**src/rtl/lsf_hit_framer.sv**
```systemverilog
// Frames one HEG SLC and its hit stream for the LSF spy-buffer wrapper: ROI word first, then up to
// MAX_HITS windowed hits through a local FIFO, under downstream almost-full back-pressure.
module lsf_hit_framer #(
  parameter int unsigned SLC_W         = 64,
  parameter int unsigned HIT_W         = 40,
  parameter int unsigned WINDOW_CYCLES = 64,
  parameter int unsigned MAX_HITS      = 32,
  parameter int unsigned FIFO_DEPTH    = 16
) (
  input  logic             clock,
  input  logic             reset,
  input  logic [SLC_W-1:0] slc_in,
  input  logic             slc_in_vld,
  output logic             slc_rdy,
  input  logic [HIT_W-1:0] hit_in,
  input  logic             hit_in_vld,
  input  logic             roi_af,
  input  logic             hit_af,
  output logic [SLC_W-1:0] roi,
  output logic             roi_we,
  output logic [HIT_W-1:0] mdt_hit,
  output logic             mdt_hit_we,
  output logic             frame_done,
  output logic [7:0]       frame_hits,
  output logic [15:0]      drop_cnt
);

  localparam int unsigned WIN_W = $clog2(WINDOW_CYCLES + 1);
  localparam int unsigned PTR_W = $clog2(FIFO_DEPTH);

  localparam logic [1:0] IDLE     = 2'd0;
  localparam logic [1:0] SEND_ROI = 2'd1;
  localparam logic [1:0] FWD_HITS = 2'd2;
  localparam logic [1:0] CLOSE    = 2'd3;

  logic [1:0]       state_q, state_d;
  logic [SLC_W-1:0] slc_q;
  logic [WIN_W-1:0] win_cnt_q;
  logic [7:0]       hit_cnt_q;
  logic [PTR_W:0]   wr_ptr_q, rd_ptr_q;
  logic [HIT_W-1:0] mem [FIFO_DEPTH];

  logic [SLC_W-1:0] roi_q;
  logic             roi_we_q;
  logic [HIT_W-1:0] mdt_hit_q;
  logic             mdt_hit_we_q;
  logic             frame_done_q;
  logic [7:0]       frame_hits_q;
  logic [15:0]      drop_cnt_q;

  logic fifo_empty, fifo_full;
  logic slc_accept, in_window, hit_push, hit_drop, hit_pop, roi_send;

  assign fifo_empty = (wr_ptr_q == rd_ptr_q);
  assign fifo_full  = (wr_ptr_q[PTR_W] != rd_ptr_q[PTR_W]) &&
                      (wr_ptr_q[PTR_W-1:0] == rd_ptr_q[PTR_W-1:0]);

  assign slc_accept = (state_q == IDLE) && slc_in_vld;
  assign in_window  = ((state_q == SEND_ROI) || (state_q == FWD_HITS)) && (win_cnt_q != '0);
  // Full is judged on the pre-pop occupancy, so a pop never frees room for a same-cycle push.
  assign hit_push   = hit_in_vld && in_window && (hit_cnt_q < 8'(MAX_HITS)) && !fifo_full;
  assign hit_drop   = hit_in_vld && !hit_push;
  // Popping only in FWD_HITS keeps every hit behind its frame's ROI word.
  assign hit_pop    = (state_q == FWD_HITS) && !fifo_empty && !hit_af;
  assign roi_send   = (state_q == SEND_ROI) && !roi_af;

  always_comb begin
    state_d = state_q;
    case (state_q)
      IDLE:     if (slc_in_vld) state_d = SEND_ROI;
      SEND_ROI: if (!roi_af) state_d = FWD_HITS;
      FWD_HITS: if ((win_cnt_q == '0) && fifo_empty && !mdt_hit_we_q) state_d = CLOSE;
      CLOSE:    state_d = IDLE;
      default:  state_d = IDLE;
    endcase
  end

  always_ff @(posedge clock or posedge reset) begin
    if (reset) begin
      state_q      <= IDLE;
      slc_q        <= '0;
      win_cnt_q    <= '0;
      hit_cnt_q    <= '0;
      wr_ptr_q     <= '0;
      rd_ptr_q     <= '0;
      roi_q        <= '0;
      roi_we_q     <= 1'b0;
      mdt_hit_q    <= '0;
      mdt_hit_we_q <= 1'b0;
      frame_done_q <= 1'b0;
      frame_hits_q <= '0;
      drop_cnt_q   <= '0;
    end else begin
      state_q <= state_d;

      if (slc_accept) begin
        slc_q     <= slc_in;
        win_cnt_q <= WIN_W'(WINDOW_CYCLES);
        hit_cnt_q <= '0;
      end else begin
        if (in_window) win_cnt_q <= win_cnt_q - WIN_W'(1);
        if (hit_push)  hit_cnt_q <= hit_cnt_q + 8'd1;
      end

      if (hit_push) wr_ptr_q <= wr_ptr_q + 1'b1;
      if (hit_pop)  rd_ptr_q <= rd_ptr_q + 1'b1;

      roi_we_q <= roi_send;
      if (roi_send) roi_q <= slc_q;

      mdt_hit_we_q <= hit_pop;
      if (hit_pop) mdt_hit_q <= mem[rd_ptr_q[PTR_W-1:0]];

      frame_done_q <= (state_q == FWD_HITS) && (state_d == CLOSE);
      if ((state_q == FWD_HITS) && (state_d == CLOSE)) frame_hits_q <= hit_cnt_q;

      if (hit_drop && (drop_cnt_q != 16'hFFFF)) drop_cnt_q <= drop_cnt_q + 16'd1;
    end
  end

  always_ff @(posedge clock) begin
    if (hit_push) mem[wr_ptr_q[PTR_W-1:0]] <= hit_in;
  end

  assign slc_rdy    = (state_q == IDLE);
  assign roi        = roi_q;
  assign roi_we     = roi_we_q;
  assign mdt_hit    = mdt_hit_q;
  assign mdt_hit_we = mdt_hit_we_q;
  assign frame_done = frame_done_q;
  assign frame_hits = frame_hits_q;
  assign drop_cnt   = drop_cnt_q;

endmodule
```
**config.mk**
```make
export PLATFORM = sky130hd
export DESIGN_NAME = lsf_hit_framer
export DESIGN_NICKNAME = d
export VERILOG_FILES = /design/src/rtl/lsf_hit_framer.sv
export SDC_FILE = /design/constraint.sdc
export NUM_CORES = 1
export LEC_CHECK = 0
export ABC_AREA = 1
export ABC_CLOCK_PERIOD_IN_PS = 14200
export BUFFER_PORTS_ARGS = -buffer_cell sky130_fd_sc_hd__clkbuf_2
export CORE_UTILIZATION = 54
export CTS_CLUSTER_SIZE = 20
export DETAILED_ROUTE_END_ITERATION = 7
export GPL_TIMING_DRIVEN = 0
export HOLD_SLACK_MARGIN = 0.05
export PLACE_DENSITY = 0.73
export SLEW_MARGIN = 10
export SYNTH_ARGS = -nofsm -noshare
export SYNTH_HDL_FRONTEND = slang
export SYNTH_SLANG_ARGS = --single-unit
```
**constraint.sdc**
```tcl
create_clock -name clock -period 14.2 [get_ports clock]
set_clock_uncertainty 0.15 [all_clocks]
set_input_delay 0.71 -clock clock [delete_from_list [all_inputs] [get_ports clock]]
set_output_delay 0.71 -clock clock [all_outputs]
set_load 0.01 [all_outputs]
```
* Word level (Yosys, flattened, before mapping)
Memories as Yosys holds them, arrays and structs flattened. A register that Yosys moved wholly into a read port is not among the register bits.
Cells that the tools add are included.
** Storage, ports and cells
- Flip-flop bits (word level) :: 182
- Bits in writable memories :: 640
- Memories kept :: 1
** Memories
- mem :: words 16, bits a word 40, read ports 1, clocked after memory_dff 1, write ports 1, line 41 : logic [HIT_W-1:0] mem [FIFO_DEPTH];
** Cells by class
- $add $sub $neg :: 5
- $lt $le $gt $ge :: 1
- Eq/ne operators :: 8
- Multiplexer cells :: 10
- Reductions and logical operators :: 26
** Operators with widths (count)
- adder 16 x 1 -> 16 bit, second input constant :: 1
- 2-to-1 mux 8 bit :: 2
- != test 16 bit, second input constant :: 1
- logical AND 1 bit :: 14
- 2-to-1 mux 7 bit :: 2
- adder 5 x 1 -> 5 bit, second input constant :: 2
- adder 8 x 1 -> 8 bit, second input constant :: 1
- less-than comparator 8 x 6 -> 1 bit, second input constant :: 1
- one-hot mux 2 bit (4 select lines) :: 1
- logical NOT 7 bit :: 1
- nonzero test 7 bit :: 1
- subtractor 7 x 1 -> 7 bit, second input constant :: 1
- == test 2 bit, second input constant :: 3
- logical NOT 1 bit :: 6
- 2-to-1 mux 2 bit :: 3
- == test 5 bit :: 1
- == test 4 bit :: 1
- nonzero test 2 bit :: 2
- == test 2 x 1 -> 1 bit, second input constant :: 1
- logical NOT 2 bit :: 1
- 2-to-1 mux 1 bit :: 2
- logical OR 1 bit :: 1
- != test 1 bit :: 1

* Depth between registers and ports, before layout
Gate-level depths: netlist of run 1.
- Word-level depth :: 9
- Mapped depth :: 13

* Worst setup path before layout of run 1
No wires, ideal clock.
- Path kind :: input port to flip-flop
- From :: in hit_in_vld
- To :: mem mem[11][0] (enable)
- Setup time :: 437 ps
- Arrival :: 3056 ps
- Data required time :: 13613 ps
- Slack :: 10556 ps
- Stages on the path :: 6
- Path buffers :: 0
- Cells stage by stage :: nand3_1 nor3_1 nand2_2 inv_1 nand2_1 nor2_1
** On the way
- Word-level cells in the longest chain between the ends :: 5
** Ends and longest elaborated chain
- from (decl) :: line 16 : input logic hit_in_vld,
- logical AND 1 bit (3 in a row) :: line 61 : assign hit_push = hit_in_vld && in_window && (hit_cnt_q < 8'(MAX_HITS)) && !fifo_full;
- 2-to-1 mux 1 bit :: line 122 : if (hit_push) mem[wr_ptr_q[PTR_W-1:0]] <= hit_in;
- 2-to-1 mux 1 bit (implied by the code) :: line 122
- to (decl) :: line 41
Every way passes these cells.

* Final worst setup path of run 1
- From :: reg rd_ptr_q[2]
- To :: mem mem[0][34] (enable)
** On the way
- Word-level cells in the longest chain between the ends :: 6
** Ends and longest elaborated chain
- from (decl) :: line 40 : logic [PTR_W:0] wr_ptr_q, rd_ptr_q;
- from (signal assigned) :: line 106 : if (hit_pop) rd_ptr_q <= rd_ptr_q + 1'b1;
- == test 4 bit :: line 56 : (wr_ptr_q[PTR_W-1:0] == rd_ptr_q[PTR_W-1:0]);
- logical AND 1 bit :: line 55 : assign fifo_full = (wr_ptr_q[PTR_W] != rd_ptr_q[PTR_W]) &&
- logical NOT 1 bit :: line 61
- logical AND 1 bit :: line 61
- 2-to-1 mux 1 bit :: line 122
- 2-to-1 mux 1 bit (implied by the code) :: line 122
Every way passes these cells.

==> results.md, run 1 <==
- Reg clk slew, reported paths: 0.06 ns
- Slew HR: 36.66%
- Final setup viols: 0
- Post-Route WL: 88460 um
- Min cycle time layout: 3.527 ns
- Core area: 0.06171 mm^2
- Reg-to-reg endpoint: mem[0][34]$_DFFE_PP_
- Max-cap violations: 0
- RR Startpoint: rd_ptr_q[2]$_DFFE_PP0P_
- ANT nets after route: 0
- Hold path startpoint: slc_in[4]
- CTS resizes: 0
- Crit Path Max Fanout: 21
- Status: finished clean
- GRT Resource Usage Total: 27.74%
- CP startpoint kind: register
- Distinct cells, synth: 34
- Post-synthesis sequential area ratio: 73.45%
- CTS Hold Buffers Added: 1
- Critical path data arrival time: 3.70 ns
- Pin count of the biggest net entering global routing: 123
- Crit path kind: register to register
- IO buf count: 241
- Hold Path Sink: slc_q[4]$_DFFE_PP0P_
- YS warnings: 0
- Fill count: 4629
- Clk buf depth: 3
- DP Area: 0.03653 mm^2
- CTS tree: yes
- DR pass1 iterations: 5
- Grt ovf: 0
- Sequential Area: 0.02477 mm^2
- Clock Sinks: 862
- Synthesis-to-finish area growth: 16.66%
- Residual DRC: 0
- Crit. End Element: register
- Die height: 251.9 um
- Hold Crit Class: primary input to register
- Hold Violations, Final: 0
- Fmax: 283.5 MHz
- RSZ-0062 raised after global routing: false
- FP Rows: 91
- Layout net count: 3268
- Die Wd: 251.9 um
- Number of DRC markers in iteration 0: 2512
- Measured slew at the worst slew-check pin: 0.9479 ns
- Initial antenna violation count: 1
- Avg Cell Area, Syn: 12.06 um^2
- DP HPWL: 56300 um
- Starting Density: 54.66%
- Multi-input gate area: 0.008074 mm^2
- Cts bufs inserted: 87
- I/O pins: 242
- Skew-Pair Late Insertion Delay: 0.64 ns
- Via/cell ratio: 5.770
- Lkg Pwr: 15.10 nW
- Setup TNS: 0 ns
- Mapped cell area: 0.03373 mm^2
- Fin area: 0.03935 mm^2
- Hold Path Stages: 3
- H-Tree Depth: 3
- Final Max Tran Viols: 0
- Vias in the first global route: 23284
- Yosys top cell by area: edfxtp_1
- Final period utilization: 24.84%
- P per Cell Area: 205.8 mW/mm^2
- Depth of the worst register-to-register path: 11
- Largest cells by area after synthesis: edfxtp_1, dfrtp_1, nand2_1
- Critical Path RT: 14.37 ns
- Flops & latches, synth: 862
- Clock root buffer: clkbuf_16
- Layout cell share with drive strength beyond 1: 15.01%
- R2R Setup Slk: 10.67 ns
- Via Count: 23403
- Syn Nets: 2918
- Highest ir drop seen on vdd: 0.1269 mV
- Die ar.: 0.06347 mm^2
- Postcts setup bufs: 0
- First-pass GRT wire length: 132300 um
- Avg WL per Cell: 21.81 um
- Synth top area share: 56.98%
- Routability congestion estimate: 0.8757
- Gate Count Post-Synth: 2796
==> stage by stage <==
| step | setup slack [ns] | instances | utilization (%) | total power, mW | hold slack [ns] |
|---|---|---|---|---|---|
| floorplan | 7.262 | 2796 | - | 4.859 | 0.2992 |
| global placement | 4.796 | 3874 | 58.31 | 5.721 | 0.3034 |
| detailed placement | 10.75 | 3893 | 59.19 | 5.849 | 0.3076 |
| CTS | 10.75 | 4055 | 63.76 | 8.091 | 0.09815 |
| global route | 10.61 | 4056 | 63.76 | 8.481 | 0.1104 |
| finish | 10.67 | 4056 | 63.76 | 8.097 | 0.1209 |
==> cells in the final DEF (no fill, tap or decap), types with 5 or more instances in the layout <==
master     count
nand4_1        7
inv_1         40
nor2_1       429
clkbuf_1     125
edfxtp_1     640
clkinv_2      17
o21ai_0      333
buf_12        14
nor3_1        10
nor2_4        16
a21oi_1       46
nand3_1       66
o21ai_1       16
nand2_1      577
clkbuf_8      10
buf_6         10
buf_2         38
clkinv_1      12
dfrtp_1      222
buf_1          5
o221ai_1      80
o22ai_1       80
clkbuf_16     90
clkbuf_2     241
xnor2_1       10
buf_16         5
ha_1          12
bufinv_16      5
xor2_1        16
inv_2          6
buf_4         12
==> registers in the layout, indices dropped and copies added (netlist names), 2 cells and up <==
signal,flops
roi,64
hit_cnt_q,8
drop_cnt,16
mdt_hit,40
wr_ptr_q,5
slc_q,64
rd_ptr_q,5
frame_hits,8
win_cnt_q,7
mem,640
state_q,2
==> how the worst max path moves through the flow <==
stage                        startpoint                       to  slack, ns  cells past startpoint
2_1_floorplan                     reset  drop_cnt[0]$_DFFE_PP0P_       7.26                      1
3_3_place_gp                      reset  mdt_hit[38]$_DFFE_PP0P_       4.80                      2
3_5_place_dp    rd_ptr_q[2]$_DFFE_PP0P_      mem[0][5]$_DFFE_PP_      10.75                     11
4_1_cts         rd_ptr_q[2]$_DFFE_PP0P_     mem[0][34]$_DFFE_PP_      10.75                     11
5_1_grt        win_cnt_q[1]$_DFFE_PP0P_     mem[0][30]$_DFFE_PP_      10.61                     12
6_report        rd_ptr_q[2]$_DFFE_PP0P_     mem[0][34]$_DFFE_PP_      10.67                     11
==> synthesized netlist by cell type, drive strengths merged <==
master,instances
o21ai,349
nand3b,1
o22ai,80
o221ai,80
ha,12
nand4,7
o31ai,3
xnor2,10
nor2,447
nor3,10
a211oi,1
o32ai,1
and2,2
or2,2
inv,49
dfrtp,222
nand2,580
buf,66
edfxtp,640
nand3,68
xor2,16
o21a,1
clkbuf,103
a21oi,46
==> power breakdown <==
group	total [mW]	switching, mW	internal (mW)
clock	2.25	0.941	1.31
combinational	2.55	1.77	0.779
sequential	3.30	0.202	3.10
==> cell families after synthesis <==
kind of cell             synth area share [%]
AO/OA/AOI/OAI                           9.582
flip-flops                              73.45
XOR/XNOR                               0.6751
AND/OR/NAND/NOR                         12.88
buffers and inverters                   2.971
adder cells (fa/ha/maj)                0.4451
==> area by class of cell <==
class / instances / area share, %
Sequential cell: 862 / 62.96
Buffer: 169 / 2.067
Multi-Input combinational cell: 1716 / 20.52
Inverter: 49 / 0.4992
Antenna cell: 1 / 0.006359
Timing Repair Buffer: 261 / 4.153
Clock buffer: 122 / 6.283
Clock inverter: 39 / 0.8553
Tap cell: 837 / 2.661
==> critical path, stage by stage, from the launching register on <==
cell and delay (ns):
dfrtp_1 0.35, buf_2 0.25, inv_2 0.35, nand2_1 0.09, nand2_1 0.09, nor2_2 0.06, nand3b_1 0.09, nand2_2 0.14
inv_1 0.22, nand2_1 0.29, nor2_4 0.81, buf_12 0.29
==> layer usage <==
| metal | wire length [um] | GRT usage [%] | up-vias |
|---|---|---|---|
| met4 | 3408 | 11.65 | 0 |
| li1 | - | - | 10583 |
| met3 | 8742 | 5.839 | 218 |
| met5 | 0 | 0 | - |
| met2 | 42920 | 45.85 | 1228 |
| met1 | 33380 | 35.73 | 11374 |
Note: power is estimated with default switching activity, not from simulation.
==> inputs of run 2 (changes only) <==
- ABC_CLOCK_PERIOD_IN_PS: 14200 -> 3300
- clock period: 14.2 -> 3.3 ns (I/O delays scaled with it)
==> run 2 against run 1 <==
Cell area rose by 3.4%. Die area did not move. Count of clock-buffer cells in the layout rose by 2. Non-clock buffer count rose by 126. Clock power rose to 4.3 times the previous value. Wire length rose by 2.7%. The run now ends with negative setup slack left.
==> results.md, run 2 (same netlist as run 1, synthesis figures left out) <==
- Max FFs per register: 640 (unchanged)
- Post-Route WL: 90820 um (+2.7%)
- Pin count of the biggest net entering global routing: 40 (-67%)
- Fill count: 4409 (-4.8%)
- P per Cell Area: 864.2 mW/mm^2 (+320%)
- CP max stage delay: 0.79 ns (-0.02 ns)
- DP HPWL: 57060 um (+1.3%)
- Number of DRC markers in iteration 0: 2526 (+0.56%)
- IO buf count: 241 (unchanged)
- Final period utilization: 103.8% (+79 points)
- First-pass GRT wire length: 134700 um (+1.8%)
- Multi-input gate area: 0.008085 mm^2 (+0.14%)
- Starting Density: 54.66% (unchanged)
- Final setup viols: 141 (+141)
- Most common cell after layout, fill and taps aside: edfxtp_1
- Failing checks: negative setup slack
- Final Max Tran Viols: 0 (unchanged)
- DR pass1 iterations: 7 (+2)
- Cell breakdown of the critical path: buf_2, inv_4, nand2_1, nand2_1, nor2_2, nand3b_1, nand2_2, inv_1, nand2_1, nor2_4, buf_12
- RSZ-0062 raised after global routing: true
- Routability congestion estimate: 0.8787 (+0.34%)
- Hold Violations, Final: 0 (unchanged)
- Grt ovf: 0 (unchanged)
- Skew-Pair Late Insertion Delay: 0.64 ns (about the same)
- Measured slew at the worst slew-check pin: 0.9266 ns (-0.02131 ns)
- Initial antenna violation count: 0 (-1)
- Layout cell share with drive strength beyond 1: 14.98% (-0.027 points)
- H-Tree Depth: 3 (unchanged)
- Synthesis-to-finish area growth: 20.66%
- Sw frac: 36.06% (+0.055 points)
- Fmax: 291.8 MHz (+2.9%)
- Setup ws final: -0.1270 ns (-10.80 ns)
- Final Instance Count excl. Fillers: 4181 (+3.1%)
- Most frequent cells in the layout: edfxtp_1, nand2_1, nor2_1
- Comb pwr share: 31.9% (+0.4 points)
- Highest ir drop seen on vdd: 0.4748 mV (+270%)
- Crit Path Max Fanout: 21 (unchanged)
- Switching power: 12.68 mW (+340%)
- Clock Sinks: 862 (unchanged)
- Vias in the first global route: 23694 (+1.8%)
- Core area: 0.06171 mm^2 (unchanged)
- Slew HR: 38.08% (+1.4 points)
- Clk buf depth: 3 (unchanged)
- Placed Instances: 3899 (+0.15%)
- CP startpoint kind: register
- Cts bufs inserted: 85 (-2.3%)
- # diodes: 0 (-1)
- Via Count: 24147 (+3.2%)
- Residual DRC: 0 (unchanged)
- Seq pwr share: 40.4% (-0.3 points)
- Critical path data arrival time: 3.60 ns (-0.10 ns)
- Clock root buffer: clkbuf_16
- Slowest CP cell: nor2_4
- Sequential Area: 0.02477 mm^2 (unchanged)
- Cell internal pwr: 22.49 mW (+330%)
- Top cell by count, worst path: nand2_1
- Max-cap violations: 0 (unchanged)
- Min cycle time layout: 3.427 ns (-0.1003 ns)
- I/O pins: 242 (unchanged)
- Lkg Pwr: 15.65 nW (+3.6%)
- ANT nets after route: 0 (unchanged)
- Layout net count: 3393 (+3.8%)
- Hold Crit Class: primary input to register
- Avg WL per Cell: 21.72 um (-0.40%)
- Final core utilization: 65.95% (+2.2 points)
- FP Rows: 91 (unchanged)
- Dpl ws: -0.1593 ns (-10.91 ns)
- GRT Resource Usage Total: 28.19% (+0.46 points)
- Die height: 251.9 um (unchanged)
- Status: complete, but fails checks
- CTS tree: yes
- Via/cell ratio: 5.775 (about the same)
- Reg clk slew, reported paths: 0.06 ns (about the same)
- Die ar.: 0.06347 mm^2 (unchanged)
- Crit path kind: register to register
- Clock power share: 27.7% (about the same)
- Die Wd: 251.9 um (unchanged)
- Critical Path RT: 3.47 ns (-10.90 ns)
- Crit. End Element: register
## run 2: final cells by class
cell class	count	share of cell area, %
Sequential cell	862	60.87
Multi-Input combinational cell	1717	19.87
Timing Repair Buffer	387	7.231
Clock buffer	124	6.093
Tap cell	837	2.573
Buffer	169	1.998
Clock inverter	36	0.8885
Inverter	49	0.4796
## run 2: repair_timing
item	in CTS	in global routing
setup endpoints to repair	230	209
hold buffers	108	0
endpoints found under the hold margin	818	0
gates cloned	0	1
pin swaps	3	2
buffers inserted	8	5
gates resized for setup	1	1
## run 2: metal layers
metal,GRT usage (%),routed length (um)
met5,0,0
met2,46.19,43380
met4,13.47,4170
met3,5.643,9210
met1,36.24,34060
## run 2: final timing paths
path	start	endpoint	slack [ns]	cells past startpoint
setup reg to reg	rd_ptr_q[2]$_DFFE_PP0P_	mem[0][37]$_DFFE_PP_	-0.13	11
min in group asynchronous	reset	rd_ptr_q[3]$_DFFE_PP0P_	0.59	4
hold / removal	slc_in_vld	state_q[1]$_DFF_PP0_	0.08	4
setup / recovery	rd_ptr_q[2]$_DFFE_PP0P_	mem[0][37]$_DFFE_PP_	-0.13	11
max in group asynchronous	reset	slc_q[9]$_DFFE_PP0P_	1.06	8
hold reg to reg	slc_q[5]$_DFFE_PP0P_	roi[5]$_DFFE_PP0P_	0.32	2
## run 2: worst max-delay path: cells and delay by family, from the launching register on
| kind | cells | cell delay (ns) |
|---|---|---|
| simple gates | 7 | 1.54 |
| buf+inv | 4 | 1.07 |
| flops | 1 | 0.36 |
## run 2: per-stage QoR
stage | setup TNS [ns] | instance area, um^2 | hold WS, ns | power [mW]
floorplan | -168.00 | 33740 | 0.1139 | 20.91
detailed placement | -21.83 | 36650 | 0.1184 | 25.21
CTS | -4.399 | 40650 | 0.06432 | 35.05
global placement | -1567.92 | 35990 | 0.2152 | 24.61
global route | -28.83 | 40700 | 0.1034 | 36.84
finish | -11.42 | 40700 | 0.08046 | 35.17
## run 2: power by group through the flow
stage,Sequential [mW],Combinational [mW],Clock (mW)
global route,14.3,12.2,10.3
finish,14.2,11.2,9.75
CTS,14.2,11.0,9.83
detailed placement,14.4,10.8,0
floorplan,14.5,6.43,0
global placement,14.4,10.2,0
